<file path="src/rtl/adder_input_seq_pkg.sv">
// Shared definitions for the adder operand sequencer.
// Holds the state encoding that is also exported on state_o for the display,
// so the display mux and the sequencer agree on the numeric codes.
package adder_input_seq_pkg;

    localparam int STATE_W = 2;

    typedef enum logic [STATE_W-1:0] {
        ST_WAIT_A = 2'd0,
        ST_WAIT_B = 2'd1,
        ST_REQ    = 2'd2,
        ST_DONE   = 2'd3
    } state_t;

endpackage

</file>
<file path="src/rtl/adder_hist_buf.sv">
// Circular history of completed adder sums.
// Ports:
//   clk, resetn  : clock, async active-low reset (clears all entries)
//   push         : store push_data as the newest entry
//   push_data    : sum to store
//   rd_idx       : slot to read, 0 = most recent
//   rd_data      : registered read data (1-cycle latency), 0 for empty slots
//   count        : number of valid entries, saturates at DEPTH
module adder_hist_buf #(
    parameter int WIDTH = 32,
    parameter int DEPTH = 4,
    localparam int IDX_W = $clog2(DEPTH)
) (
    input  logic             clk,
    input  logic             resetn,
    input  logic             push,
    input  logic [WIDTH-1:0] push_data,
    input  logic [IDX_W-1:0] rd_idx,
    output logic [WIDTH-1:0] rd_data,
    output logic [IDX_W:0]   count
);

    localparam logic [IDX_W:0] FULL = (IDX_W+1)'(DEPTH);

    logic [WIDTH-1:0] mem [DEPTH];
    logic [IDX_W-1:0] wr_ptr;
    logic [IDX_W-1:0] rd_slot;
    logic             rd_hit;

    // Newest entry sits just behind the write pointer; DEPTH is a power of
    // two so the subtraction wraps for free.
    assign rd_slot = wr_ptr - IDX_W'(1) - rd_idx;
    assign rd_hit  = ({1'b0, rd_idx} < count);

    always_ff @(posedge clk or negedge resetn) begin
        if (!resetn) begin
            for (int i = 0; i < DEPTH; i++) begin
                mem[i] <= '0;
            end
            wr_ptr <= '0;
            count  <= '0;
        end else if (push) begin
            mem[wr_ptr] <= push_data;
            wr_ptr      <= wr_ptr + IDX_W'(1);
            if (count != FULL) begin
                count <= count + (IDX_W+1)'(1);
            end
        end
    end

    // Reads of slots that were never written return 0 rather than stale data.
    always_ff @(posedge clk or negedge resetn) begin
        if (!resetn) begin
            rd_data <= '0;
        end else begin
            rd_data <= rd_hit ? mem[rd_slot] : '0;
        end
    end

endmodule

</file>
<file path="src/rtl/adder_input_seq.sv">
// Operand sequencer between the touch-screen input path and a multi-cycle adder.
// Collects operand A then operand B (with the carry-in switch), runs one req/ack
// transaction, holds the result for the display and records it in a history.
// Ports:
//   clk, resetn              : clock, async active-low reset
//   input_valid/input_value  : one-cycle operand pulse from the screen
//   sw_cin                   : carry-in switch, sampled with operand B
//   clear                    : abort to WAIT_A, results and history kept
//   add_a/add_b/add_cin      : operands to the adder
//   add_req/add_ack          : request held until ack; add_sum/add_cout valid with ack
//   res_sum/res_cout         : last completed result
//   res_valid                : high while in DONE
//   timeout_err              : last transaction got no ack in time
//   state_o                  : current state code
//   op_count                 : completed transaction count (wraps)
//   hist_rd_idx/hist_rd_data : history read, 0 = most recent, 1-cycle latency
//   hist_count               : valid history entries
module adder_input_seq
    import adder_input_seq_pkg::*;
#(
    parameter int WIDTH      = 32,
    parameter int TIMEOUT    = 255,
    parameter int HIST_DEPTH = 4,
    localparam int IDX_W     = $clog2(HIST_DEPTH)
) (
    input  logic               clk,
    input  logic               resetn,
    input  logic               input_valid,
    input  logic [WIDTH-1:0]   input_value,
    input  logic               sw_cin,
    input  logic               clear,
    output logic [WIDTH-1:0]   add_a,
    output logic [WIDTH-1:0]   add_b,
    output logic               add_cin,
    output logic               add_req,
    input  logic               add_ack,
    input  logic [WIDTH-1:0]   add_sum,
    input  logic               add_cout,
    output logic [WIDTH-1:0]   res_sum,
    output logic               res_cout,
    output logic               res_valid,
    output logic               timeout_err,
    output logic [STATE_W-1:0] state_o,
    output logic [15:0]        op_count,
    input  logic [IDX_W-1:0]   hist_rd_idx,
    output logic [WIDTH-1:0]   hist_rd_data,
    output logic [IDX_W:0]     hist_count
);

    localparam int TW = $clog2(TIMEOUT + 1);
    localparam logic [TW-1:0] TIMEOUT_V = TIMEOUT[TW-1:0];

    state_t        state;
    state_t        state_next;
    logic [TW-1:0] timer;
    logic          load_a;
    logic          load_b;
    logic          do_clear;
    logic          ack_ok;
    logic          timed_out;

    assign state_o   = state;
    assign res_valid = (state == ST_DONE);

    always_ff @(posedge clk or negedge resetn) begin
        if (!resetn) begin
            state <= ST_WAIT_A;
        end else begin
            state <= state_next;
        end
    end

    // Next-state decode. clear overrides everything, including an operand
    // pulse or an ack arriving in the same cycle. In REQ an ack landing on
    // the final timer cycle still counts as a success.
    always_comb begin
        state_next = state;
        load_a     = 1'b0;
        load_b     = 1'b0;
        do_clear   = 1'b0;
        ack_ok     = 1'b0;
        timed_out  = 1'b0;
        if (clear) begin
            do_clear   = 1'b1;
            state_next = ST_WAIT_A;
        end else begin
            case (state)
                ST_WAIT_A, ST_DONE: begin
                    if (input_valid) begin
                        load_a     = 1'b1;
                        state_next = ST_WAIT_B;
                    end
                end
                ST_WAIT_B: begin
                    if (input_valid) begin
                        load_b     = 1'b1;
                        state_next = ST_REQ;
                    end
                end
                ST_REQ: begin
                    if (add_ack) begin
                        ack_ok     = 1'b1;
                        state_next = ST_DONE;
                    end else if (timer == TIMEOUT_V) begin
                        timed_out  = 1'b1;
                        state_next = ST_DONE;
                    end
                end
                default: begin
                    state_next = ST_WAIT_A;
                end
            endcase
        end
    end

    // Operand, request and result registers driven by the decoded strobes.
    always_ff @(posedge clk or negedge resetn) begin
        if (!resetn) begin
            add_a       <= '0;
            add_b       <= '0;
            add_cin     <= 1'b0;
            add_req     <= 1'b0;
            res_sum     <= '0;
            res_cout    <= 1'b0;
            timeout_err <= 1'b0;
            op_count    <= '0;
        end else begin
            if (do_clear) begin
                add_a   <= '0;
                add_b   <= '0;
                add_cin <= 1'b0;
                add_req <= 1'b0;
            end
            if (load_a) begin
                add_a <= input_value;
            end
            if (load_b) begin
                add_b   <= input_value;
                add_cin <= sw_cin;
                add_req <= 1'b1;
            end
            if (ack_ok) begin
                res_sum     <= add_sum;
                res_cout    <= add_cout;
                timeout_err <= 1'b0;
                op_count    <= op_count + 16'd1;
                add_req     <= 1'b0;
            end
            if (timed_out) begin
                add_req     <= 1'b0;
                timeout_err <= 1'b1;
            end
        end
    end

    // The timer reads 0 on the first REQ cycle and advances once per cycle
    // spent waiting, so the request stays up for TIMEOUT+1 cycles at most.
    always_ff @(posedge clk or negedge resetn) begin
        if (!resetn) begin
            timer <= '0;
        end else if (state == ST_REQ && state_next == ST_REQ) begin
            timer <= timer + TW'(1);
        end else begin
            timer <= '0;
        end
    end

    adder_hist_buf #(
        .WIDTH (WIDTH),
        .DEPTH (HIST_DEPTH)
    ) u_hist (
        .clk       (clk),
        .resetn    (resetn),
        .push      (ack_ok),
        .push_data (add_sum),
        .rd_idx    (hist_rd_idx),
        .rd_data   (hist_rd_data),
        .count     (hist_count)
    );

endmodule

</file>
<file path="config.mk">
export PLATFORM = sky130hd
export DESIGN_NAME = adder_input_seq
export DESIGN_NICKNAME = d
export VERILOG_FILES = /design/src/rtl/adder_input_seq_pkg.sv /design/src/rtl/adder_hist_buf.sv /design/src/rtl/adder_input_seq.sv
export SDC_FILE = /design/constraint.sdc
export NUM_CORES = 1
export LEC_CHECK = 0
export BUFFER_PORTS_ARGS = -buffer_cell sky130_fd_sc_hd__buf_2
export CAP_MARGIN = 20
export CORE_UTILIZATION = 50
export DETAILED_ROUTE_END_ITERATION = 7
export PLACE_DENSITY = 0.73
export SLEW_MARGIN = 10
export SYNTH_ARGS = -nofsm -noshare
export SYNTH_HDL_FRONTEND = slang
export SYNTH_SLANG_ARGS = --single-unit
</file>
<file path="constraint.sdc">
create_clock -name clk -period 3.86 [get_ports clk]
set_input_delay 0.579 -clock clk [delete_from_list [all_inputs] [get_ports clk]]
set_output_delay 0.579 -clock clk [all_outputs]
set_load 0.05 [all_outputs]
</file>
# After elaboration in Yosys (flattened, before gate mapping)
# Cells that the tools add are included.
# Widths: inputs -> output; s select.
# classes
n_reduce_logical	9
add_sub_neg	6
n_eq_ne	6
n_lt_le_gt_ge	4
n_bitwise	2
n_mux	37
# op_table
cell	count
$mux 32	7
$bwmux 128	1
$bmux 32 s2	1
$demux 32 s2	1
$mux 1	20
$add 16x1->16 const B	1
$mux 2	5
$add 8x1->8 const B	1
$eq 8x8->1 const B	1
$mux 8	1
$eq 2x2->1 const B	3
$ge 3x3->1 const B	2
$not 2->3	2
$pmux 2 s3	1
$reduce_bool 2->1	3
$reduce_bool 4->1	1
$add 3x1->3 const B	1
$lt 2x3->1	1
$lt 3x1->1 const B	1
$ne 3x3->1 const B	1
$add 2x1->2 const B	1
$eq 2x1->1 const B	1
$logic_and 1x1->1	2
$logic_not 2->1	1
other kinds (4)	4
# word_totals
regBits	291
input_bits	73
out_inout_bits	154

# Longest topological paths before layout
# Gate-level depths: netlist (run 1).
# depth
word_depth	8
mapped_depth	8
depth_no_buf	6

# Hierarchy
# Synthesis (run 1) repeated with hierarchy kept, for this count alone.
# hier_totals
hier_cells	893
hier_area_um2	11961.5
# modules_own_cells
module	area_each_um2	n_inst	cells_per_inst	seq_area_each_um2
adder_hist_buf	6966.7	1	412	4129.0
adder_input_seq	4994.8	1	481	3153.0

# Worst setup path before layout (run 1)
# No wires, ideal clock.
# synth_timing
path_kind	flip-flop to flip-flop
startpoint	register state[0] (netlist: state_o[0])
endpoint	register u_hist.mem[100] (netlist bit)
setup_ns	0.125
setup_slack_ns	1.565
path_buffers	2
stages_incl_launch_ff	9
arrival_time_ns	2.170
t_required_ns	3.735
synth_period_minus_slack_ns	2.295
path_cell_list	dfrtp_1 inv_1 ha_1 nor2b_1 and2_1 buf_2 nand2_1 buf_2 mux2_2
# synth_between
elab_chain_cells	3
# synth_rtl
element	line	rtl
start: declaration	adder_input_seq.sv:53	state_t state;
start signal: assignment	adder_input_seq.sv:69	state <= state_next;
$eq 2x2->1	adder_input_seq.sv:87	case (state)
$mux 1	adder_input_seq.sv:87	
$mux 1	adder_input_seq.sv:83	if (clear) begin
end signal: indexed assignment	adder_hist_buf.sv:43	mem[wr_ptr] <= push_data;
end: declaration	adder_hist_buf.sv:25	logic [WIDTH-1:0] mem [DEPTH];
# No other way between the ends.
# A chain may end at the register's enable or synchronous reset.

# Final worst setup path (run 1)
# layout_timing
startpoint	register state[0] (netlist: state_o[0])
endpoint	register u_hist.mem[76] (netlist bit)
# Same word-level chain as after synthesis.

==> results.json, run 1 <==
{
  "outcome": "complete, no violations",
  "swShare_pct": 37.3,
  "final_common_cell": "dfrtp_1",
  "setup_viol": 0,
  "critPathSlowestCell": "dfrtp_1",
  "final_area_um2": 14300,
  "p_sw_mw": 3.73,
  "worstSetupPathType": "reg -> reg",
  "cts_tree": "built",
  "io_pins": 227,
  "htreeDepth": 1,
  "track_usage_pct": 22.1,
  "tightestPinTransition_ns": 0.889,
  "slowest_delay_ns": 0.45,
  "netlist_area_um2": 11700,
  "hold_path.class": "in -> async",
  "worst-path-max-fanout": 19,
  "synth_top_family_by_area": "multiplexers",
  "grt_pass1_vias": 8058,
  "crit_buf_inv": 2,
  "cts_made_buffers": 29,
  "routedWlPerCell_um": 17.4,
  "synthTopCellsByArea": "dfrtp_1 (62%), mux2_2 (12%), nand2_1 (5.8%)",
  "max-cap-violations": 0,
  "finalClockSkew_ns": 0.0128,
  "period_share_pct": 66.9,
  "worstSkewPairLatency_ns": 0.53,
  "internal_power_mw": 6.28,
  "drt-total-wl_um": 25900,
  "avgSynthCellArea_um2": 12.7,
  "portBuffers": 226,
  "die_y_um": 155,
  "cts_hold_buf": 0,
  "crit_path_start_kind": "flip-flop",
  "p_leak_nw": 7.66,
  "place_ws_ns": 1.30,
  "dpl_cell_area_um2": 13300,
  "cts_resized": 0,
  "grt_overflow": 0,
  "post_cts_buffers": 0,
  "cp_top_family": "simple AND/OR/NAND/NOR gates",
  "start_util_pct": 51.3,
  "cp-end-kind": "flip-flop",
  "synth-xor-area-share_pct": 1.93,
  "slew_headroom_pct": 40.8,
  "rows": 55,
  "drive_gt1_share_pct": 37.2,
  "netlist_instances": 926,
  "mappedNetlistNets": 1012,
  "nNetsFinal": 1239,
  "place_hpwl_um": 16900,
  "cp.required_ns": 4.27,
  "synth_cell_types": 39,
  "core_area_um2": 22800,
  "rsz0062_at_grt": "false",
  "vias": 7836,
  "die_area_um2": 24100,
  "min_period_ns": 2.58,
  "area_growth_pct": 21.9,
  "cts_sinks": 291,
  "drc_errors": 0,
  "arrival_ns": 2.99,
  "hold_viol": 0,
  "clk_pin_slew_ns": 0.07,
  "ys_ff_latch": 291,
  "reg2reg_depth": 7,
  "synth-seq-area-share_pct": 62.1,
  "drt-initial-drc-count": 463,
  "reg2reg_setup_slack_ns": 1.28,
  "synth_largest_area_cell": "dfrtp_1",
  "timing.rr.end": "u_hist.mem[76]$_DFFE_PN0P_",
  "yosysWarnings": 0,
  "layout_common_cells": "dfrtp_1 (291), buf_2 (225), nand2_1 (176), mux2_2 (128), mux2i_1 (64)",
  "fp.dieW_um": 155,
  "cts-root-buf": "clkbuf_16",
  "clk_path_buf_depth": 3,
  "drt_pre_antenna_iters": 4,
  "clkPwrFrac_pct": 28.6,
  "seq_power_share_pct": 38.8,
  "synthDominantCellAreaShare_pct": 62.1,
  "ys.flop_type": "dfrtp_1",
  "fin_tns_setup_ns": 0,
  "cellPowerDensity_nw_per_um2": 700,
  "routed_via_density": 5.26,
  "combinationalPowerShare_pct": 32.6,
  "gp_congestion": 0.780,
  "synthSimpleGateAreaFrac_pct": 7.78,
  "fmaxAchievable_ghz": 0.387,
  "synthMuxAreaShare_pct": 17.8,
  "reg2reg_from": "state_o[0]$_DFF_PN0_",
  "synth_edf_count": 0,
  "synth_fa_ha_area_share_pct": 1.39,
  "ant_nets": 0,
  "setup_slack_ns": 1.28,
  "synth_compound_area_share_pct": 6.65,
  "synthArstFlopShare_pct": 100,
  "ir_drop_mv": 0.425,
  "drv_slew": 0,
  "crit_chain": "inv_1, ha_1, nor2b_1, and2_2, nand2_2, buf_4, mux2_2",
  "antenna_found_initial": 1,
  "grt_first_pass_wirelength_um": 42400,
  "grt_max_degree": 116
}
## sequential cells by signal, summed over array words and instances (netlist names)
register	flops
add_a	32
add_b	32
add_cin	1
add_req	1
op_count	16
res_cout	1
res_sum	32
state_o	2
timeout_err	1
timer	8
u_hist.count	3
u_hist.mem	128
u_hist.rd_data	32
u_hist.wr_ptr	2
## synth_stat cells, types with 2 or more instances
cell type,n
nor2b_1,2
nand3_1,10
and2_1,2
buf_4,6
o21ai_0,3
ha_1,13
nor2_1,18
buf_2,13
a21oi_1,37
dfrtp_1,291
xor2_1,5
inv_1,11
and3_1,5
o22ai_1,32
clkbuf_1,32
a211oi_1,3
nand2_1,180
mux2_2,128
nand4_1,3
a22o_1,32
mux2i_1,64
xnor2_1,19
## area by class of cell
class | count | area, um2
Fill cell | 1862 | 8560
Sequential cell | 291 | 7280
Multi-Input combinational cell | 572 | 4210
Timing Repair Buffer | 248 | 1380
Clock buffer | 39 | 823
Tap cell | 313 | 392
Clock inverter | 14 | 160
Inverter | 11 | 41.3
Antenna cell | 1 | 2.50
## logic make-up (layout without fill, tap and decap cells)
logic type / after synthesis / count (layout)
fa+ha+maj: 13 / 13
xor+xnor: 25 / 25
other cells: 0 / 1
compound gates: 116 / 116
simple gates: 226 / 226
buf+inv: 63 / 312
flops: 291 / 291
mux: 192 / 192
## worst max path at each step
stage | from | to | slack [ns] | cells after the start
after CTS | state_o[0]$_DFF_PN0_ | u_hist.mem[78]$_DFFE_PN0P_ | 1.29 | 7
final | state_o[0]$_DFF_PN0_ | u_hist.mem[76]$_DFFE_PN0P_ | 1.28 | 7
after global routing | state_o[0]$_DFF_PN0_ | u_hist.mem[83]$_DFFE_PN0P_ | 1.07 | 7
after floorplan | state_o[0]$_DFF_PN0_ | u_hist.mem[100]$_DFFE_PN0P_ | 1.57 | 8
after detailed placement | state_o[0]$_DFF_PN0_ | u_hist.mem[78]$_DFFE_PN0P_ | 1.30 | 7
after global placement | state_o[0]$_DFF_PN0_ | u_hist.mem[82]$_DFFE_PN0P_ | 1.39 | 7
## routing by layer
metal  up-vias  routed length [um]  track usage, %  part of all wire [%]
met3        36                1480            4.18                   5.7
met4         0                 498            5.37                   1.9
met2       210               12300            36.9                    47
met1      3931               11700            30.0                    45
met5         -                   0               0                     0
li1       3659                   -               -                     -
## power groups by stage
| stage | clock, mW | combinational, mW | sequential (mW) |
|---|---|---|---|
| after floorplan | 0 | 1.30 | 5.00 |
| after global placement | 0 | 3.22 | 3.92 |
| after detailed placement | 0 | 3.27 | 3.93 |
| after CTS | 2.91 | 3.29 | 3.89 |
| after global routing | 3.04 | 3.48 | 3.95 |
| final | 2.86 | 3.26 | 3.89 |
## per-stage QoR
| step | instances | utilization [%] | power [mW] | hold WS (ns) |
|---|---|---|---|---|
| after floorplan | 926 | - | 6.30 | 0.283 |
| after global placement | 1434 | 58.1 | 7.14 | 0.443 |
| after detailed placement | 1435 | 58.2 | 7.20 | 0.449 |
| after CTS | 1488 | 62.5 | 10.1 | 0.171 |
| after global routing | 1488 | 62.5 | 10.5 | 0.179 |
| final | 1489 | 62.6 | 10.0 | 0.133 |
## worst register-to-register path, delay by kind of cell, from the launching register on
family / cells / cell delay, ns
buffers and inverters: 2 / 0.41
muxes: 1 / 0.28
adders and majority gates: 1 / 0.28
and+or+nand+nor: 3 / 1.04
DFF: 1 / 0.45
No activity file was read; power rests on OpenSTA's default activity.
==> run 2: changes to the inputs <==
Clock period 3.86 ns to 2.4 ns, I/O delays scaled along.
==> results.json, run 2 (synthesized netlist as in run 1, its figures left out) <==
{
  "outcome": "complete, no violations",
  "drc_errors": 0,
  "drt_pre_antenna_iters": 4,
  "largest_reg_flops": 128,
  "nNetsFinal": 1250,
  "cp-end-kind": "flip-flop",
  "crit_path_start_kind": "flip-flop",
  "vias": 7926,
  "drive_gt1_share_pct": 37.2,
  "final_common_cell": "dfrtp_1",
  "cts-root-buf": "clkbuf_16",
  "cts_made_buffers": 30,
  "worstSkewPairLatency_ns": 0.54,
  "drv_slew": 0,
  "slew_headroom_pct": 34.7,
  "io_pins": 227,
  "tightestPinTransition_ns": 0.976,
  "place_ws_ns": 0.310,
  "final_cells": 1501,
  "fin_total_pwr_mw": 16.2,
  "grt_first_pass_wirelength_um": 42300,
  "cts_tree": "built",
  "period_share_pct": 87.7,
  "min_period_ns": 2.10,
  "worst-path-max-fanout": 18,
  "gp_congestion": 0.757,
  "drt-total-wl_um": 26200,
  "p_leak_nw": 7.72,
  "cp.required_ns": 2.82,
  "finalClockSkew_ns": 0.0114,
  "cts_resized": 0,
  "nFillCells": 1854,
  "grt_max_degree": 78,
  "post-route-util_pct": 63.1,
  "layout_common_cells": "dfrtp_1 (291), buf_2 (225), nand2_1 (176), mux2_2 (128), mux2i_1 (64)",
  "clk_path_buf_depth": 3,
  "max-cap-violations": 0,
  "rsz0062_at_grt": "false",
  "cellPowerDensity_nw_per_um2": 1130,
  "hold_path.class": "in -> reg",
  "grt_overflow": 0,
  "crit_chain": "inv_1, ha_1, nor2b_1, and2_2, nand2_2, buf_12, mux2_2",
  "area_growth_pct": 22.8,
  "final-seq-area_um2": 7280,
  "track_usage_pct": 22.1,
  "routed_via_density": 5.28,
  "clk_pin_slew_ns": 0.06,
  "drt-initial-drc-count": 450,
  "critPathSlowestCell": "dfrtp_1",
  "antenna_found_initial": 1,
  "place_hpwl_um": 17100,
  "portBuffers": 226,
  "core_area_um2": 22800,
  "largest-register": "u_hist.mem",
  "grt_pass1_vias": 8121,
  "cts_sinks": 291,
  "fp.dieW_um": 155,
  "multiInputGateArea_um2": 4210,
  "numPlacedInstances": 1443,
  "start_util_pct": 51.3,
  "ant_nets": 0,
  "die_area_um2": 24100,
  "hold_viol": 0,
  "setup_slack_ns": 0.296,
  "setup_viol": 0,
  "fmaxAchievable_ghz": 0.475,
  "arrival_ns": 2.52,
  "worstSetupPathType": "reg -> reg",
  "fin_tns_setup_ns": 0,
  "rows": 55,
  "slowest_delay_ns": 0.45,
  "htreeDepth": 1,
  "die_y_um": 155,
  "routedWlPerCell_um": 17.4,
  "ir_drop_mv": 0.699
}
run 2: cell types whose count changed in the layout (fill, tap and decap cells not counted), sizes merged:
cell	change
buf	+8
bufinv	-1
clkbuf	+7
clkinv	-2
clkinvlp	-2
dlygate4sd3	+2
run 2: timing repair:
item,CTS,global route
endpoints found under the hold margin,41,0
buffers inserted,0,0
hold buffers,2,0
run 2: critical path, delay by kind of cell (launching register included):
kind          cells  cell delay, ns
mux               1            0.35
buf+inv           2            0.30
simple gates      3            0.66
fa+ha+maj         1            0.21
flops             1            0.45
run 2: worst paths after layout:
check | startpoint | endpoint | slack [ns] | cells past startpoint
setup / recovery | state_o[0]$_DFF_PN0_ | u_hist.mem[51]$_DFFE_PN0P_ | 0.30 | 7
hold / removal | input_value[12] | add_a[12]$_DFFE_PN0P_ | 0.04 | 2
setup reg to reg | state_o[0]$_DFF_PN0_ | u_hist.mem[51]$_DFFE_PN0P_ | 0.30 | 7
hold reg to reg | timer[0]$_DFF_PN0_ | timer[0]$_DFF_PN0_ | 0.46 | 1
max in group asynchronous | resetn | add_a[23]$_DFFE_PN0P_ | 1.33 | 3
min in group asynchronous | resetn | res_sum[23]$_DFFE_PN0P_ | 0.30 | 2
run 2: layer usage:
layer	part of all wire (%)	global-route usage, %	wire (um)	vias to the layer above
met1	44	29.2	11400	3990
met3	5.5	4.07	1430	39
met5	0	0	0	-
met2	49	37.8	12800	201
li1	-	-	-	3696
met4	1.9	5.75	498	0
run 2: stage by stage:
stage | hold slack, ns | area (um2)
2_1_floorplan | 0.0644 | 11700
3_3_place_gp | 0.287 | 13400
3_5_place_dp | 0.287 | 13400
4_1_cts | 0.0281 | 14400
5_1_grt | 0.0373 | 14400
6_report | 0.0442 | 14400
run 2: layout make-up:
| type | instances | share of cell area (%) |
|---|---|---|
| tap | 313 | 2.72 |
| antenna | 1 | 0.0174 |
| sequential | 291 | 50.5 |
| clock inverter | 9 | 0.756 |
| timing repair buffer | 258 | 10.2 |
| multi-input combinational | 572 | 29.3 |
| inverter | 11 | 0.287 |
| clock buffer | 46 | 6.19 |
run 2: report_power, final:
| group | total [mW] | switching [mW] | leakage (nW) | internal, mW |
|---|---|---|---|---|
| sequential | 6.27 | 0.495 | 3.97 | 5.77 |
| clock | 4.62 | 1.85 | 0.491 | 2.77 |
| combinational | 5.33 | 3.66 | 3.26 | 1.66 |
| total | 16.2 | 6.01 | 7.72 | 10.2 |
==> run 3: changes to the inputs <==
Settings changed: CTS_BUF_LIST set to sky130_fd_sc_hd__clkbuf_8, SLEW_MARGIN 10 to not set.
==> results.json, run 3 (synthesized netlist as in run 1, its figures left out) <==
{
  "outcome": "complete, no violations",
  "antenna_found_initial": 1,
  "routedWlPerCell_um": 17.2,
  "hold_viol": 0,
  "post-route-util_pct": 63.1,
  "die_y_um": 155,
  "p_leak_nw": 7.80,
  "portBuffers": 226,
  "fin_hold_ws_ns": 0.0349,
  "cp-end-kind": "flip-flop",
  "nFillCells": 1856,
  "arrival_ns": 2.52,
  "io_pins": 227,
  "worstSkewPairLatency_ns": 0.55,
  "crit_buf_inv": 2,
  "cts_hold_buf": 2,
  "cts_tree": "built",
  "vias": 8038,
  "internal_power_mw": 9.92,
  "largest_reg_flops": 128,
  "track_usage_pct": 22.3,
  "drt-total-wl_um": 26300,
  "ant_nets": 0,
  "cp.required_ns": 2.82,
  "grt_first_pass_wirelength_um": 42300,
  "ir_drop_mv": 0.521,
  "area_growth_pct": 22.9,
  "nNetsFinal": 1267,
  "routed_via_density": 5.24,
  "cts-root-buf": "clkbuf_8",
  "clk_path_buf_depth": 3,
  "setup_viol": 0,
  "seq_power_share_pct": 39.1,
  "cp_top_family": "simple AND/OR/NAND/NOR gates",
  "cellPowerDensity_nw_per_um2": 1110,
  "crit_chain": "inv_1, ha_1, nor2b_1, and2_2, nand2_2, buf_4, mux2_2",
  "cts_made_buffers": 47,
  "hold_path.class": "in -> reg",
  "finalClockSkew_ns": 0.0220,
  "final_cells": 1533,
  "fin_tns_setup_ns": 0,
  "combinationalPowerShare_pct": 33.3,
  "drt-initial-drc-count": 452,
  "crit_path_start_kind": "flip-flop",
  "rsz0062_at_grt": "false",
  "fp.dieW_um": 155,
  "grt_pass1_vias": 8177,
  "min_period_ns": 2.10,
  "critPathSlowestCell": "dfrtp_1",
  "max-cap-violations": 0,
  "worstSetupPathType": "reg -> reg",
  "layout_common_cells": "dfrtp_1 (291), buf_2 (225), nand2_1 (176), mux2_2 (128)",
  "drt_pre_antenna_iters": 4,
  "swShare_pct": 38.0,
  "largest-register": "u_hist.mem",
  "drive_gt1_share_pct": 38.4,
  "post_cts_buffers": 0,
  "start_util_pct": 51.3,
  "clkPwrFrac_pct": 27.6,
  "slew_headroom_pct": 33.5,
  "grt_overflow": 0,
  "core_area_um2": 22800,
  "numPlacedInstances": 1443,
  "die_area_um2": 24100,
  "drc_errors": 0,
  "htreeDepth": 2,
  "place_hpwl_um": 17100,
  "period_share_pct": 87.4,
  "slowest_delay_ns": 0.45,
  "cts_sinks": 291,
  "grt_max_degree": 78,
  "tightestPinTransition_ns": 0.995,
  "rows": 55,
  "drv_slew": 0,
  "cts_resized": 0,
  "p_sw_mw": 6.09,
  "fmaxAchievable_ghz": 0.477,
  "worst-path-max-fanout": 9,
  "final_common_cell": "dfrtp_1",
  "clk_pin_slew_ns": 0.06,
  "gp_congestion": 0.757
}
run 3: metal layers:
metal	share of wire, %	wire length (um)	GRT usage, %	vias to the layer above
met5	0	0	0	-
met2	48	12700	37.1	232
met3	6.0	1580	5.13	42
met1	44	11500	29.0	4028
met4	2.0	536	7.12	0
li1	-	-	-	3736
run 3: cell type report:
class	instances	area, um2	area share [%]
Tap cell	313	392	2.72
Antenna cell	1	2.50	0.0174
Inverter	11	41.3	0.286
Clock inverter	23	131	0.911
Timing Repair Buffer	258	1470	10.2
Clock buffer	64	881	6.11
Sequential cell	291	7280	50.5
Multi-Input combinational cell	572	4210	29.2
run 3: power by group through the flow:
stage	Sequential [mW]	Clock [mW]	Combinational, mW
2_1_floorplan	8.04	0	2.09
3_3_place_gp	6.33	0	5.26
3_5_place_dp	6.34	0	5.35
4_1_cts	6.27	4.53	5.37
5_1_grt	6.36	4.72	5.65
6_report	6.26	4.42	5.33
run 3: worst register-to-register path: stages (launching register included):
cell,delay [ns]
dfrtp_1,0.45
inv_1,0.07
ha_1,0.21
nor2b_1,0.15
and2_2,0.25
nand2_2,0.26
buf_4,0.23
mux2_2,0.34
run 3: metrics by stage:
step	total power [mW]	instance area, um2	setup slack (ns)
final	16.0	14400	0.302
after CTS	16.2	14400	0.297
after detailed placement	11.7	13400	0.310
after global routing	16.7	14400	0.166
after global placement	11.6	13400	0.358
after floorplan	10.1	11700	0.105
run 3: final timing paths:
kind / to / from / slack [ns] / depth (start not counted)
worst max-delay path: u_hist.mem[40]$_DFFE_PN0P_ / state_o[0]$_DFF_PN0_ / 0.30 / 7
worst min-delay path: add_a[19]$_DFFE_PN0P_ / input_value[19] / 0.03 / 2
worst max register to register: u_hist.mem[40]$_DFFE_PN0P_ / state_o[0]$_DFF_PN0_ / 0.30 / 7
worst min register to register: timer[0]$_DFF_PN0_ / timer[0]$_DFF_PN0_ / 0.45 / 1
max in group asynchronous: add_a[4]$_DFFE_PN0P_ / resetn / 1.33 / 3
min in group asynchronous: res_sum[23]$_DFFE_PN0P_ / resetn / 0.28 / 2
